===== src/rtl/nbit_adder_pkg.sv =====
// ---------------------------------------------------------------------------
// nbit_adder_pkg
//   Shared helpers for the pipelined ripple adder: stage count, slice bit
//   boundaries and the per-stage control word that travels with each beat.
//   When NBIT_PIPE_ADDER_SUB_EN is defined the control word also carries the
//   add/subtract mode bit of its beat.
// ---------------------------------------------------------------------------
package nbit_adder_pkg;

    // Number of CHUNK-bit slices needed to cover WIDTH bits (last may be narrower).
    function automatic int num_stages(input int width, input int chunk);
        return (width + chunk - 1) / chunk;
    endfunction

    // Lowest operand bit handled by stage k.
    function automatic int slice_lo(input int k, input int chunk);
        return k * chunk;
    endfunction

    // Highest operand bit handled by stage k, clamped for the final narrow slice.
    function automatic int slice_hi(input int k, input int width, input int chunk);
        int hi;
        hi = (k + 1) * chunk - 1;
        if (hi > width - 1) begin
            hi = width - 1;
        end
        return hi;
    endfunction

    // Control held in every stage register: beat valid, carry out of the
    // slice computed in that stage, and (optionally) the beat's mode bit.
    typedef struct packed {
        logic valid;
        logic carry;
`ifdef NBIT_PIPE_ADDER_SUB_EN
        logic sub;
`endif
    } stage_ctrl_t;

endpackage


===== src/rtl/nbit_pipe_adder_slice.sv =====
// ---------------------------------------------------------------------------
// adder_slice
//   Combinational W-bit ripple slice with carry in and carry out.
//   Ports:
//     a, b   in  W   slice operands
//     cin    in  1   carry into bit 0 of the slice
//     sum    out W   slice sum
//     cout   out 1   carry out of the top bit of the slice
// ---------------------------------------------------------------------------
module adder_slice #(
    parameter int W = 4
) (
    input  logic [W-1:0] a,
    input  logic [W-1:0] b,
    input  logic         cin,
    output logic [W-1:0] sum,
    output logic         cout
);

    logic [W:0] total;

    assign total       = {1'b0, a} + {1'b0, b} + {{W{1'b0}}, cin};
    assign {cout, sum} = total;

endmodule


===== src/rtl/nbit_pipe_adder.sv =====
// ---------------------------------------------------------------------------
// nbit_pipe_adder
//   Pipelined ripple adder. WIDTH-bit unsigned operands are split into
//   CHUNK-bit slices; stage k adds slice k plus the carry registered by stage
//   k-1. Result bits already produced and operand bits not yet consumed ride
//   along with the beat, so each stage only stores what later stages need.
//   out_sum = {carry_out, sum} = A + B + cin, latency STAGES, one beat/cycle.
//
//   Handshake: a beat moves across a port when valid && ready are both high
//   on a rising edge. A stage may load when it is empty or when the stage
//   after it is loading too; the stage after the last one is the consumer
//   (out_ready). Stalled outputs hold out_valid/out_sum stable.
//
//   Optional feature (macro NBIT_PIPE_ADDER_SUB_EN): adds port in_sub. A beat
//   with in_sub=1 computes {1'b0,A} - {1'b0,B} - cin modulo 2^(WIDTH+1) as
//   A + ~B + !cin; out_sum[WIDTH]=1 then signals a borrow.
//
//   Ports:
//     clk        in   1        rising-edge clock
//     rst        in   1        synchronous active-high reset
//     in_valid   in   1        operand beat valid
//     in_ready   out  1        beat accepted this cycle (0 while rst)
//     in_a       in   WIDTH    operand A
//     in_b       in   WIDTH    operand B
//     in_cin     in   1        carry-in
//     in_sub     in   1        subtract mode (only with NBIT_PIPE_ADDER_SUB_EN)
//     out_valid  out  1        result valid
//     out_ready  in   1        downstream accepts result
//     out_sum    out  WIDTH+1  {carry_out, sum}
// ---------------------------------------------------------------------------
module nbit_pipe_adder
    import nbit_adder_pkg::*;
#(
    parameter int WIDTH = 8,
    parameter int CHUNK = 4
) (
    input  logic             clk,
    input  logic             rst,
    input  logic             in_valid,
    output logic             in_ready,
    input  logic [WIDTH-1:0] in_a,
    input  logic [WIDTH-1:0] in_b,
    input  logic             in_cin,
`ifdef NBIT_PIPE_ADDER_SUB_EN
    input  logic             in_sub,
`endif
    output logic             out_valid,
    input  logic             out_ready,
    output logic [WIDTH:0]   out_sum
);

    localparam int STAGES = num_stages(WIDTH, CHUNK);

    logic [STAGES-1:0] stage_valid;
    logic [STAGES:0]   adv;
    logic [WIDTH-1:0]  b_eff;
    stage_ctrl_t       ctrl_in0;

    // Subtraction is folded into the operands at entry: invert B and the
    // carry-in, then the whole pipeline is a plain adder.
    always_comb begin
        ctrl_in0       = '0;
        ctrl_in0.valid = in_valid;
`ifdef NBIT_PIPE_ADDER_SUB_EN
        ctrl_in0.carry = in_cin ^ in_sub;
        ctrl_in0.sub   = in_sub;
        b_eff          = in_sub ? ~in_b : in_b;
`else
        ctrl_in0.carry = in_cin;
        b_eff          = in_b;
`endif
    end

    // Back-to-front advance chain: a stage loads if it is empty or the
    // stage behind it (towards the output) is moving.
    always_comb begin
        adv         = '0;
        adv[STAGES] = out_ready;
        for (int k = STAGES - 1; k >= 0; k--) begin
            adv[k] = !stage_valid[k] || adv[k + 1];
        end
    end

    assign in_ready = adv[0] && !rst;

    for (genvar k = 0; k < STAGES; k++) begin : g_stage
        localparam int LO   = slice_lo(k, CHUNK);
        localparam int HI   = slice_hi(k, WIDTH, CHUNK);
        localparam int SW   = HI - LO + 1;
        localparam int REM  = WIDTH - LO;   // operand bits still unconsumed on entry
        localparam int NREM = REM - SW;     // operand bits passed on to later stages

        logic [REM-1:0] a_in;
        logic [REM-1:0] b_in;
        stage_ctrl_t    ctrl_in;
        logic [HI:0]    s_nxt;
        logic [SW-1:0]  slice_sum;
        logic           slice_cout;
        stage_ctrl_t    ctrl_nxt;

        logic [HI:0]    s_q;
        stage_ctrl_t    ctrl_q;

        if (k == 0) begin : g_src
            assign a_in    = in_a;
            assign b_in    = b_eff;
            assign ctrl_in = ctrl_in0;
            assign s_nxt   = slice_sum;
        end else begin : g_src
            assign a_in    = g_stage[k-1].g_ops.a_q;
            assign b_in    = g_stage[k-1].g_ops.b_q;
            assign ctrl_in = g_stage[k-1].ctrl_q;
            assign s_nxt   = {slice_sum, g_stage[k-1].s_q};
        end

        adder_slice #(
            .W(SW)
        ) u_slice (
            .a    (a_in[SW-1:0]),
            .b    (b_in[SW-1:0]),
            .cin  (ctrl_in.carry),
            .sum  (slice_sum),
            .cout (slice_cout)
        );

        always_comb begin
            ctrl_nxt       = ctrl_in;
            ctrl_nxt.carry = slice_cout;
        end

        // Data only loads with a valid beat, so a bubble never overwrites
        // the value a stalled output is presenting.
        always_ff @(posedge clk) begin
            if (rst) begin
                ctrl_q <= '0;
                s_q    <= '0;
            end else if (adv[k]) begin
                if (ctrl_in.valid) begin
                    ctrl_q <= ctrl_nxt;
                    s_q    <= s_nxt;
                end else begin
                    ctrl_q.valid <= 1'b0;
                end
            end
        end

        if (NREM > 0) begin : g_ops
            logic [NREM-1:0] a_q;
            logic [NREM-1:0] b_q;

            always_ff @(posedge clk) begin
                if (rst) begin
                    a_q <= '0;
                    b_q <= '0;
                end else if (adv[k] && ctrl_in.valid) begin
                    a_q <= a_in[REM-1:SW];
                    b_q <= b_in[REM-1:SW];
                end
            end
        end

        assign stage_valid[k] = ctrl_q.valid;
    end

    logic final_carry;

`ifdef NBIT_PIPE_ADDER_SUB_EN
    // In subtract mode bit WIDTH of the extended difference is the inverse
    // of the adder carry: set means borrow.
    assign final_carry = g_stage[STAGES-1].ctrl_q.carry ^ g_stage[STAGES-1].ctrl_q.sub;
`else
    assign final_carry = g_stage[STAGES-1].ctrl_q.carry;
`endif

    assign out_valid = stage_valid[STAGES-1];
    assign out_sum   = {final_carry, g_stage[STAGES-1].s_q};

endmodule

===== config.mk =====
export PLATFORM = sky130hd
export DESIGN_NAME = nbit_pipe_adder
export DESIGN_NICKNAME = d
export VERILOG_FILES = /design/src/rtl/nbit_adder_pkg.sv /design/src/rtl/nbit_pipe_adder_slice.sv /design/src/rtl/nbit_pipe_adder.sv
export SDC_FILE = /design/constraint.sdc
export NUM_CORES = 1
export LEC_CHECK = 0
export ABC_AREA = 1
export CAP_MARGIN = 5
export CORE_ASPECT_RATIO = 2
export CORE_MARGIN = 3
export CORE_UTILIZATION = 30
export DETAILED_ROUTE_END_ITERATION = 7
export PLACE_DENSITY = 0.54
export SLEW_MARGIN = 40
export SYNTH_ARGS = -nofsm -noshare
export SYNTH_HDL_FRONTEND = slang
export SYNTH_SLANG_ARGS = --single-unit

===== constraint.sdc =====
create_clock -name clk -period 4.6 [get_ports clk]
set_input_delay 0.46 -clock clk [delete_from_list [all_inputs] [get_ports clk]]
set_output_delay 0.46 -clock clk [all_outputs]
set_load 0.01 [all_outputs]

==> results of run 1 <==
## metal layers
| layer | wire [um] | track usage | up-vias | part of all wire |
|---|---|---|---|---|
| li1 | - | - | 556 | - |
| met1 | 961 | 0.1233 | 490 | 0.37 |
| met2 | 1482 | 0.2171 | 20 | 0.58 |
| met3 | 82 | 0.01536 | 4 | 0.032 |
| met4 | 49 | 0.05455 | 0 | 0.019 |
| met5 | 0 | 0 | - | 0 |
## flip-flops by register name, summed over array words and instances, names as in the netlist
name / cells
final_carry: 1
g_stage.ctrl_q: 2
g_stage.g_ops.a_q: 4
g_stage.g_ops.b_q: 4
g_stage.s_q: 12
out_valid: 1
## worst register-to-register path: stages (launching register included)
cell and delay (ps):
dfxtp_1 410, fa_1 260, inv_1 70, fa_1 380, or2_1 250, nand2_1 70
nand2_1 50, a21oi_1 130
## cell families after synthesis
group | Yosys count | share of synthesized area
xor+xnor | 1 | 0.006980
compound gates | 31 | 0.1326
flops | 24 | 0.3829
simple gates | 65 | 0.2393
buf+inv | 27 | 0.1146
fa+ha+maj | 10 | 0.1236
## area by class of cell
class,instances,area share
multi-input cells,107,0.3889
flip-flops and latches,24,0.2963
repair buffers,31,0.1914
inverters,21,0.05015
well taps,51,0.03935
clock buffers,4,0.03395
## metrics by stage
step / worst slack, ps / instance area, um2 / cells / total power, mW / utilization
global placement: 2063 / 1567 / 234 / 0.3457 / 0.3992
finish: 2055 / 1622 / 238 / 0.4829 / 0.4133
CTS: 2050 / 1622 / 238 / 0.4901 / 0.4133
global route: 1898 / 1622 / 238 / 0.5139 / 0.4133
floorplan: 2996 / 1255 / 158 / 0.3071 / -
detailed placement: 2051 / 1567 / 234 / 0.3483 / 0.3992
## how the worst max path moves through the flow
stage	startpoint	endpoint	slack [ps]
finish	rst	in_ready	2060
global route	rst	in_ready	1900
CTS	rst	in_ready	2050
detailed placement	rst	in_ready	2050
global placement	rst	in_ready	2060
floorplan	in_a[0]	g_stage[0].s_q[1]	3000
## power groups by stage
stage	combinational, mW	clock, mW	sequential (mW)
2_1_floorplan	0.0660	0	0.241
3_3_place_gp	0.106	0	0.239
3_5_place_dp	0.108	0	0.240
4_1_cts	0.109	0.146	0.235
5_1_grt	0.121	0.155	0.238
6_report	0.107	0.141	0.235
## cells in the final DEF, fill, tap and decap left out
master	netlist	final
nor2_2	9	9
nand2_4	1	1
nand2_1	16	16
fa_1	4	4
nor2_4	1	1
o21ai_2	1	1
ha_1	6	6
clkbuf_8	0	4
dfxtp_1	24	24
or2_1	1	1
inv_4	1	1
a21oi_1	9	9
xnor2_1	1	1
nand3_2	1	1
a21oi_2	2	2
nand3_1	8	8
nor2_1	28	28
inv_1	20	20
o21ai_0	16	16
clkdlybuf4s50_1	0	31
o21ai_1	3	3
==> impl_metrics.toml, run 1 <==
[critical_path]
crit_type = "in -> out"
reg2reg_slack_ps = 2930
worstPathMaxFanout = 21
arrival_ps = 2080
critPathTopFamily = "buffers and inverters"
required_ps = 4140
crit_buf_inv = 4
max_stage_delay_ps = 520
endpoint_kind = "primary output"
crit_slowest_cell = "clkdlybuf4s50_1"
cp-start-kind = "input port"
crit_chain = "clkdlybuf4s50_1 > inv_1 > nand2_1 > inv_1 > clkdlybuf4s50_1"
reg2regPathDepth = 7
rr_startpoint = "g_stage[0].g_ops.a_q[0]"
worstReg2RegEnd = "final_carry"
cp.depth = 5

[die]
dieHeight_um = 97.47
die_area_um2 = 5042
die_w_um = 51.74
core.rowCount = 32
core_area_um2 = 3924
ios = 32
initial_core_util = 0.3198

[power]
leakagePower_nw = 0.7103
p_int_mw = 0.3550
powerDensity_nw_per_um2 = 297.8
p_comb_frac = 0.221
swShare = 0.2649
power.switching_mw = 0.1279
pwr-share-clk = 0.293
peakVddDrop_v = 0.0001705
p_seq_frac = 0.487

[global_route]
grt_pass1_wl_um = 4533
grt_pass1_vias = 1072
antenna_found_initial = 0
grt_max_degree = 22
grt_overflow = 0
grt_usage = 0.1175

[route]
drt-pass1-iter-count = 4
drc = 0
num_vias = 1070
via_per_inst = 4.496
drtAntennaViolNets = 0
drt_wl_total_um = 2575
drtIter0Drc = 14
wl_per_cell_um = 10.82

[clock_tree]
cts.reportedPaths.clkPinSlew_ps = 80
post_cts_buffers = 0
cts_made_buffers = 3
clockRootBuffer = "clkbuf_8"
clkSinkCount = 24
cts_max_level = 1
cts-hold-fix-buffers = 0
cts-resized-gates = 0
insertion_delay_ps = 260
ctsLongestPathBuffers = 2
cts_tree = "done"

[hold_path]
whs_path_depth = 2
hp-start = "g_stage[0].s_q[3]"
worstHoldEndpoint = "g_stage[1].s_q[3]"
min_path_type = "reg -> reg"

[timing]
fmax_mhz = 393.0
setup_viol = 0
hold_viol = 0
period_needed_ps = 2545
finClkSkew_ps = 2.114
fin_hold_ws_ps = 461.8
rsz0062_at_grt = "no"
worstMarginPinSlew_ps = 628.0
period_share = 0.5532
slew_violations = 0
relSlewSlack = 0.5814
setup-tns-final_ps = 0

[placed_design]
portBuffers = 31
hpwl_um = 2085
finalWeightedCongestion = 0.8638

[status]
outcome = "finished clean"

[layout]
seq_area_um2 = 480.5
nets = 219
fillers = 421
drive_above_1_share = 0.1070
area_growth_pct = 29.21
multi_input_area_um2 = 630.6
antenna_cells = 0

[logic_synthesis]
syn-num-nets = 189
netlist.area_leader.share = 0.3829
ys_async_sr_fraction = 0
yosysSeqAreaShare = 0.3829
syn_inst = 158
ys_top_cells_by_count = "28 x nor2_1, 24 x dfxtp_1, 20 x inv_1"
synth_edf_count = 0
ys.flop_type = "dfxtp_1"
yosys.area.top_type = "dfxtp_1"
synth.avg_cell_area_um2 = 7.943
synth_area_um2 = 1255
synth_seq_cells = 24
synth_most_common_cell = "nor2_1"
yosys.cell_types.count = 25
ys.warnings.count = 0
synth_area_leaders = "dfxtp_1 38%, nor2_1 8.4%, fa_1 6.4%"

[flow_run]
cap_viol_max_count = 0
(Power assumes the default switching activity.)
==> run 2, diff against run 1 <==
--- a/config.mk
+++ b/config.mk
@@ -11,7 +11,7 @@
 export CORE_MARGIN = 3
 export CORE_UTILIZATION = 30
 export DETAILED_ROUTE_END_ITERATION = 7
-export PLACE_DENSITY = 0.54
+export PLACE_DENSITY = 0.56
 export SLEW_MARGIN = 40
 export SYNTH_ARGS = -nofsm -noshare
 export SYNTH_HDL_FRONTEND = slang
==> constraint.sdc (replaced) <==
create_clock -name clk -period 2.25 [get_ports clk]
set_input_delay 0.225 -clock clk [delete_from_list [all_inputs] [get_ports clk]]
set_output_delay 0.225 -clock clk [all_outputs]
set_load 0.01 [all_outputs]
==> run 2 against run 1 <==
  * Global-route usage is 0.59 points higher
  * Flip-flop and latch count stayed put
  * Clock skew is 4.2 ps higher
  * Critical path type unchanged
  * Critical endpoint unchanged
  * Largest power group unchanged
==> impl_metrics.toml, run 2 (synthesis results as in run 1) <==
[placed_design]
dpl_worst_slack_ps = 346.9
finalWeightedCongestion = 0.8694
hpwl_um = 2179
portBuffers = 31

[global_route]
grt_pass1_wl_um = 4740
grt_max_degree = 21
grt_usage = 0.1234
grt_overflow = 0
grt_pass1_vias = 1075
antenna_found_initial = 0

[layout]
largest_register_ffs = 12
fillers = 447
nets = 221
final_cell_mix = "31 x clkdlybuf4s50_1, 28 x nor2_1, 24 x dfxtp_1"
top_regs = "g_stage.s_q: 12 flops, g_stage.g_ops.a_q: 4 flops, g_stage.g_ops.b_q: 4 flops"
fin_util = 0.4171
area_growth_pct = 30.41
layout_commonest_cell = "clkdlybuf4s50_1"
regMostFlops = "g_stage.s_q"
drive_above_1_share = 0.1164
antenna_cells = 0

[power]
pwr-share-clk = 0.293
power.switching_mw = 0.2670
p_comb_frac = 0.224
powerDensity_nw_per_um2 = 608.3
p_int_mw = 0.7285
swShare = 0.2682
p_seq_frac = 0.483
peakVddDrop_v = 0.0002525
leakagePower_nw = 0.7202

[timing]
period_needed_ps = 1707
period_share = 0.7588
worstMarginPinSlew_ps = 220.4
finClkSkew_ps = 6.299
rsz0062_at_grt = "no"
relSlewSlack = 0.8531
fin_hold_ws_ps = 449.3
fmax_mhz = 585.7
setup-tns-final_ps = 0
fin_ws_ps = 542.6
setup_viol = 0
slew_violations = 0
hold_viol = 0

[die]
die_area_um2 = 5042
ios = 32
core.rowCount = 32
core_area_um2 = 3924
die_w_um = 51.74
dieHeight_um = 97.47
initial_core_util = 0.3198

[critical_path]
crit_type = "in -> out"
endpoint_kind = "primary output"
cp-start-kind = "input port"
crit_chain = "clkdlybuf4s50_1 > inv_1 > nand3_2 > nand2_1 > inv_1 > clkdlybuf4s50_1"
required_ps = 2030
crit_buf_inv = 4
worstPathMaxFanout = 3
critPathTopFamily = "buffers and inverters"
max_stage_delay_ps = 520
crit_slowest_cell = "clkdlybuf4s50_1"
arrival_ps = 1480

[clock_tree]
cts-hold-fix-buffers = 0
cts-resized-gates = 0
cts_tree = "done"
clockRootBuffer = "clkbuf_8"
post_cts_buffers = 0
cts_made_buffers = 3
cts.reportedPaths.clkPinSlew_ps = 90
cts_max_level = 1
ctsLongestPathBuffers = 2
insertion_delay_ps = 260
clkSinkCount = 24

[route]
drtAntennaViolNets = 0
drtIter0Drc = 9
num_vias = 1095
drt_wl_total_um = 2713
via_per_inst = 4.563
drt-pass1-iter-count = 4
wl_per_cell_um = 11.30
drc = 0

[hold_path]
min_path_type = "reg -> reg"

[flow_run]
cap_viol_max_count = 0

[status]
outcome = "finished clean"
run 2: area by class of cell:
| cell class | count | area, um2 | area share |
|---|---|---|---|
| flip-flops and latches | 24 | 480.5 | 0.2936 |
| well taps | 51 | 63.81 | 0.03899 |
| clock buffers | 4 | 55.05 | 0.03364 |
| multi-input cells | 107 | 630.6 | 0.3853 |
| inverters | 21 | 81.33 | 0.04969 |
| repair buffers | 33 | 325.3 | 0.1988 |
run 2: layer usage:
layer	GRT usage	share of wire	up-vias
met5	0	0	-
met1	0.1151	0.35	513
met2	0.2377	0.60	21
li1	-	-	557
met3	0.01536	0.025	4
met4	0.06869	0.022	0
run 2: path summary, 6_finish.rpt:
check	from	end	slack, ps	cells past startpoint
worst max-delay path	out_ready	in_ready	540	6
worst min-delay path	g_stage[0].s_q[3]	g_stage[1].s_q[3]	450	2
worst max register to register	g_stage[0].g_ops.a_q[0]	final_carry	590	7
worst min register to register	g_stage[0].s_q[3]	g_stage[1].s_q[3]	450	2
run 2: stage by stage:
step	cell area (um2)	instances	power, mW
floorplan	1255	158	0.6279
global placement	1582	236	0.7096
detailed placement	1582	236	0.7169
CTS	1637	240	1.009
global route	1637	240	1.054
finish	1637	240	0.9955
run 2: power groups by stage:
stage | clock network (mW) | logic, mW | registers (mW)
after floorplan | 0 | 0.135 | 0.493
after global placement | 0 | 0.219 | 0.491
after detailed placement | 0 | 0.225 | 0.492
after CTS | 0.300 | 0.227 | 0.482
after global routing | 0.316 | 0.252 | 0.486
final | 0.291 | 0.223 | 0.481
run 2: tightest hold or removal path, cell delays in order, from the launching register on:
cell and delay (ps):
dfxtp_1 300, inv_1 60, a21oi_1 50
==> run 3, diff against run 2 <==
--- a/config.mk
+++ b/config.mk
@@ -11,7 +11,7 @@
 export CORE_MARGIN = 3
 export CORE_UTILIZATION = 30
 export DETAILED_ROUTE_END_ITERATION = 7
-export PLACE_DENSITY = 0.56
+export PLACE_DENSITY = 0.54
 export SLEW_MARGIN = 40
 export SYNTH_ARGS = -nofsm -noshare
 export SYNTH_HDL_FRONTEND = slang
==> constraint.sdc (replaced) <==
create_clock -name clk -period 1.6 [get_ports clk]
set_input_delay 0.16 -clock clk [delete_from_list [all_inputs] [get_ports clk]]
set_output_delay 0.16 -clock clk [all_outputs]
set_load 0.01 [all_outputs]
==> run 3 against run 2 <==
  * Combinational power up 48%
  * Clock-buffer cell count down 1
  * Via count unchanged
  * Sequential power up 41%
  * Highest routed layer unchanged
  * Critical path depth unchanged
==> impl_metrics.toml, run 3 (synthesis results as in run 1) <==
[status]
outcome = "finished clean"

[power]
leakagePower_nw = 0.7554
pwr-share-clk = 0.349
p_int_mw = 1.152
power.switching_mw = 0.3936
peakVddDrop_v = 0.0004207
p_comb_frac = 0.214
p_seq_frac = 0.438
powerDensity_nw_per_um2 = 901.2
swShare = 0.2546

[route]
via_per_inst = 4.451
m1WireLength_um = 1037
wl_met3_um = 83
drtIter0Drc = 14
top_layer = "met4"
drtAntennaViolNets = 0
drc = 0
wl_met2_um = 1659
drt-pass1-iter-count = 4
num_vias = 1095
wl_per_cell_um = 11.58
drt_wl_total_um = 2849

[placed_design]
finalWeightedCongestion = 0.8600
hpwl_um = 2262
portBuffers = 31

[die]
core.rowCount = 32
ios = 32
die_w_um = 51.74
die_area_um2 = 5042
dieHeight_um = 97.47
initial_core_util = 0.3198
core_area_um2 = 3924

[flow_run]
cap_viol_max_count = 0

[timing]
period_needed_ps = 1539
fin_hold_ws_ps = 457.6
hold_viol = 0
period_share = 0.9622
rsz0062_at_grt = "yes"
fmax_mhz = 649.6
setup-tns-final_ps = 0
finClkSkew_ps = 5.483
relSlewSlack = 0.8454
slew_violations = 0
worstMarginPinSlew_ps = 231.9
setup_viol = 0

[hold_path]
min_path_type = "reg -> reg"
whs_path_depth = 2
hp-start = "g_stage[0].s_q[3]"
worstHoldEndpoint = "g_stage[1].s_q[3]"

[clock_tree]
clkSinkCount = 24
clockRootBuffer = "clkbuf_8"
cts.reportedPaths.clkPinSlew_ps = 90
insertion_delay_ps = 270
cts_max_level = 1
post_cts_buffers = 0
cts_tree = "done"
cts_made_buffers = 3
cts-hold-fix-buffers = 0
ctsLongestPathBuffers = 2
cts-resized-gates = 0

[layout]
drive_above_1_share = 0.1795
area_growth_pct = 36.69
largest_register_ffs = 12
top_regs = "g_stage.s_q: 12 flops, g_stage.g_ops.a_q: 4 flops, g_stage.g_ops.b_q: 4 flops"
nets = 227
regMostFlops = "g_stage.s_q"
antenna_cells = 0
layout_commonest_cell = "clkdlybuf4s50_1"
final_cell_mix = "31 x clkdlybuf4s50_1, 28 x nor2_1, 21 x dfxtp_1"

[global_route]
grt_pass1_vias = 1087
grt_max_degree = 21
grt_pass1_wl_um = 4733
grt_overflow = 0
grt_usage = 0.1248
antenna_found_initial = 0

[critical_path]
worstReg2RegEnd = "final_carry"
worstPathMaxFanout = 3
reg2reg_slack_ps = 130
reg2regPathDepth = 7
crit_type = "in -> out"
endpoint_kind = "primary output"
rr_startpoint = "g_stage[0].g_ops.b_q[0]"
required_ps = 1440
cp-start-kind = "input port"
arrival_ps = 1380
[run 3: worst max path at each step]
stage / startpoint / end
floorplan: g_stage[0].g_ops.a_q[0] / final_carry
global placement: in_a[0] / g_stage[0].s_q[1]
detailed placement: in_a[0] / g_stage[0].s_q[1]
CTS: g_stage[0].g_ops.b_q[0] / final_carry
global route: g_stage[0].g_ops.b_q[0] / final_carry
finish: out_ready / in_ready
[run 3: worst max-delay path: stages]
cell and delay (ps):
clkdlybuf4s50_1 460, inv_1 70, nand3_2 70, nand2_1 50
inv_1 40, clkdlybuf4s50_1 530
[run 3: power by group through the flow]
| stage | Combinational (mW) | Sequential, mW | Clock, mW |
|---|---|---|---|
| 2_1_floorplan | 0.190 | 0.693 | 0 |
| 3_3_place_gp | 0.322 | 0.688 | 0 |
| 3_5_place_dp | 0.332 | 0.691 | 0 |
| 4_1_cts | 0.333 | 0.677 | 0.554 |
| 5_1_grt | 0.370 | 0.684 | 0.568 |
| 6_report | 0.330 | 0.676 | 0.539 |
[run 3: layer usage]
layer / vias to the layer above / global-route usage
met5: - / 0
met4: 0 / 0.06667
met3: 5 / 0.01843
met2: 21 / 0.2397
met1: 498 / 0.1167
li1: 571 / -
[run 3: stage by stage]
step                area (um2)  instances  setup WS [ps]  utilization  power, mW
finish                    1715        246          60.53       0.4372      1.546
global route              1715        246         -9.160       0.4372      1.622
CTS                       1698        246          1.225       0.4327      1.564
detailed placement        1627        242         -225.4       0.4145      1.022
global placement          1627        242         -180.3       0.4145      1.010
floorplan                 1255        158          70.83            -     0.8829
[run 3: area by class of cell]
type | count | area [um2]
fill | 434 | 2208
inverter | 21 | 81.33
clock buffer | 3 | 41.29
timing repair buffer | 39 | 370.4
tap | 51 | 63.81
multi-input combinational | 107 | 641.9
sequential | 24 | 486.7
clock inverter | 1 | 30.03
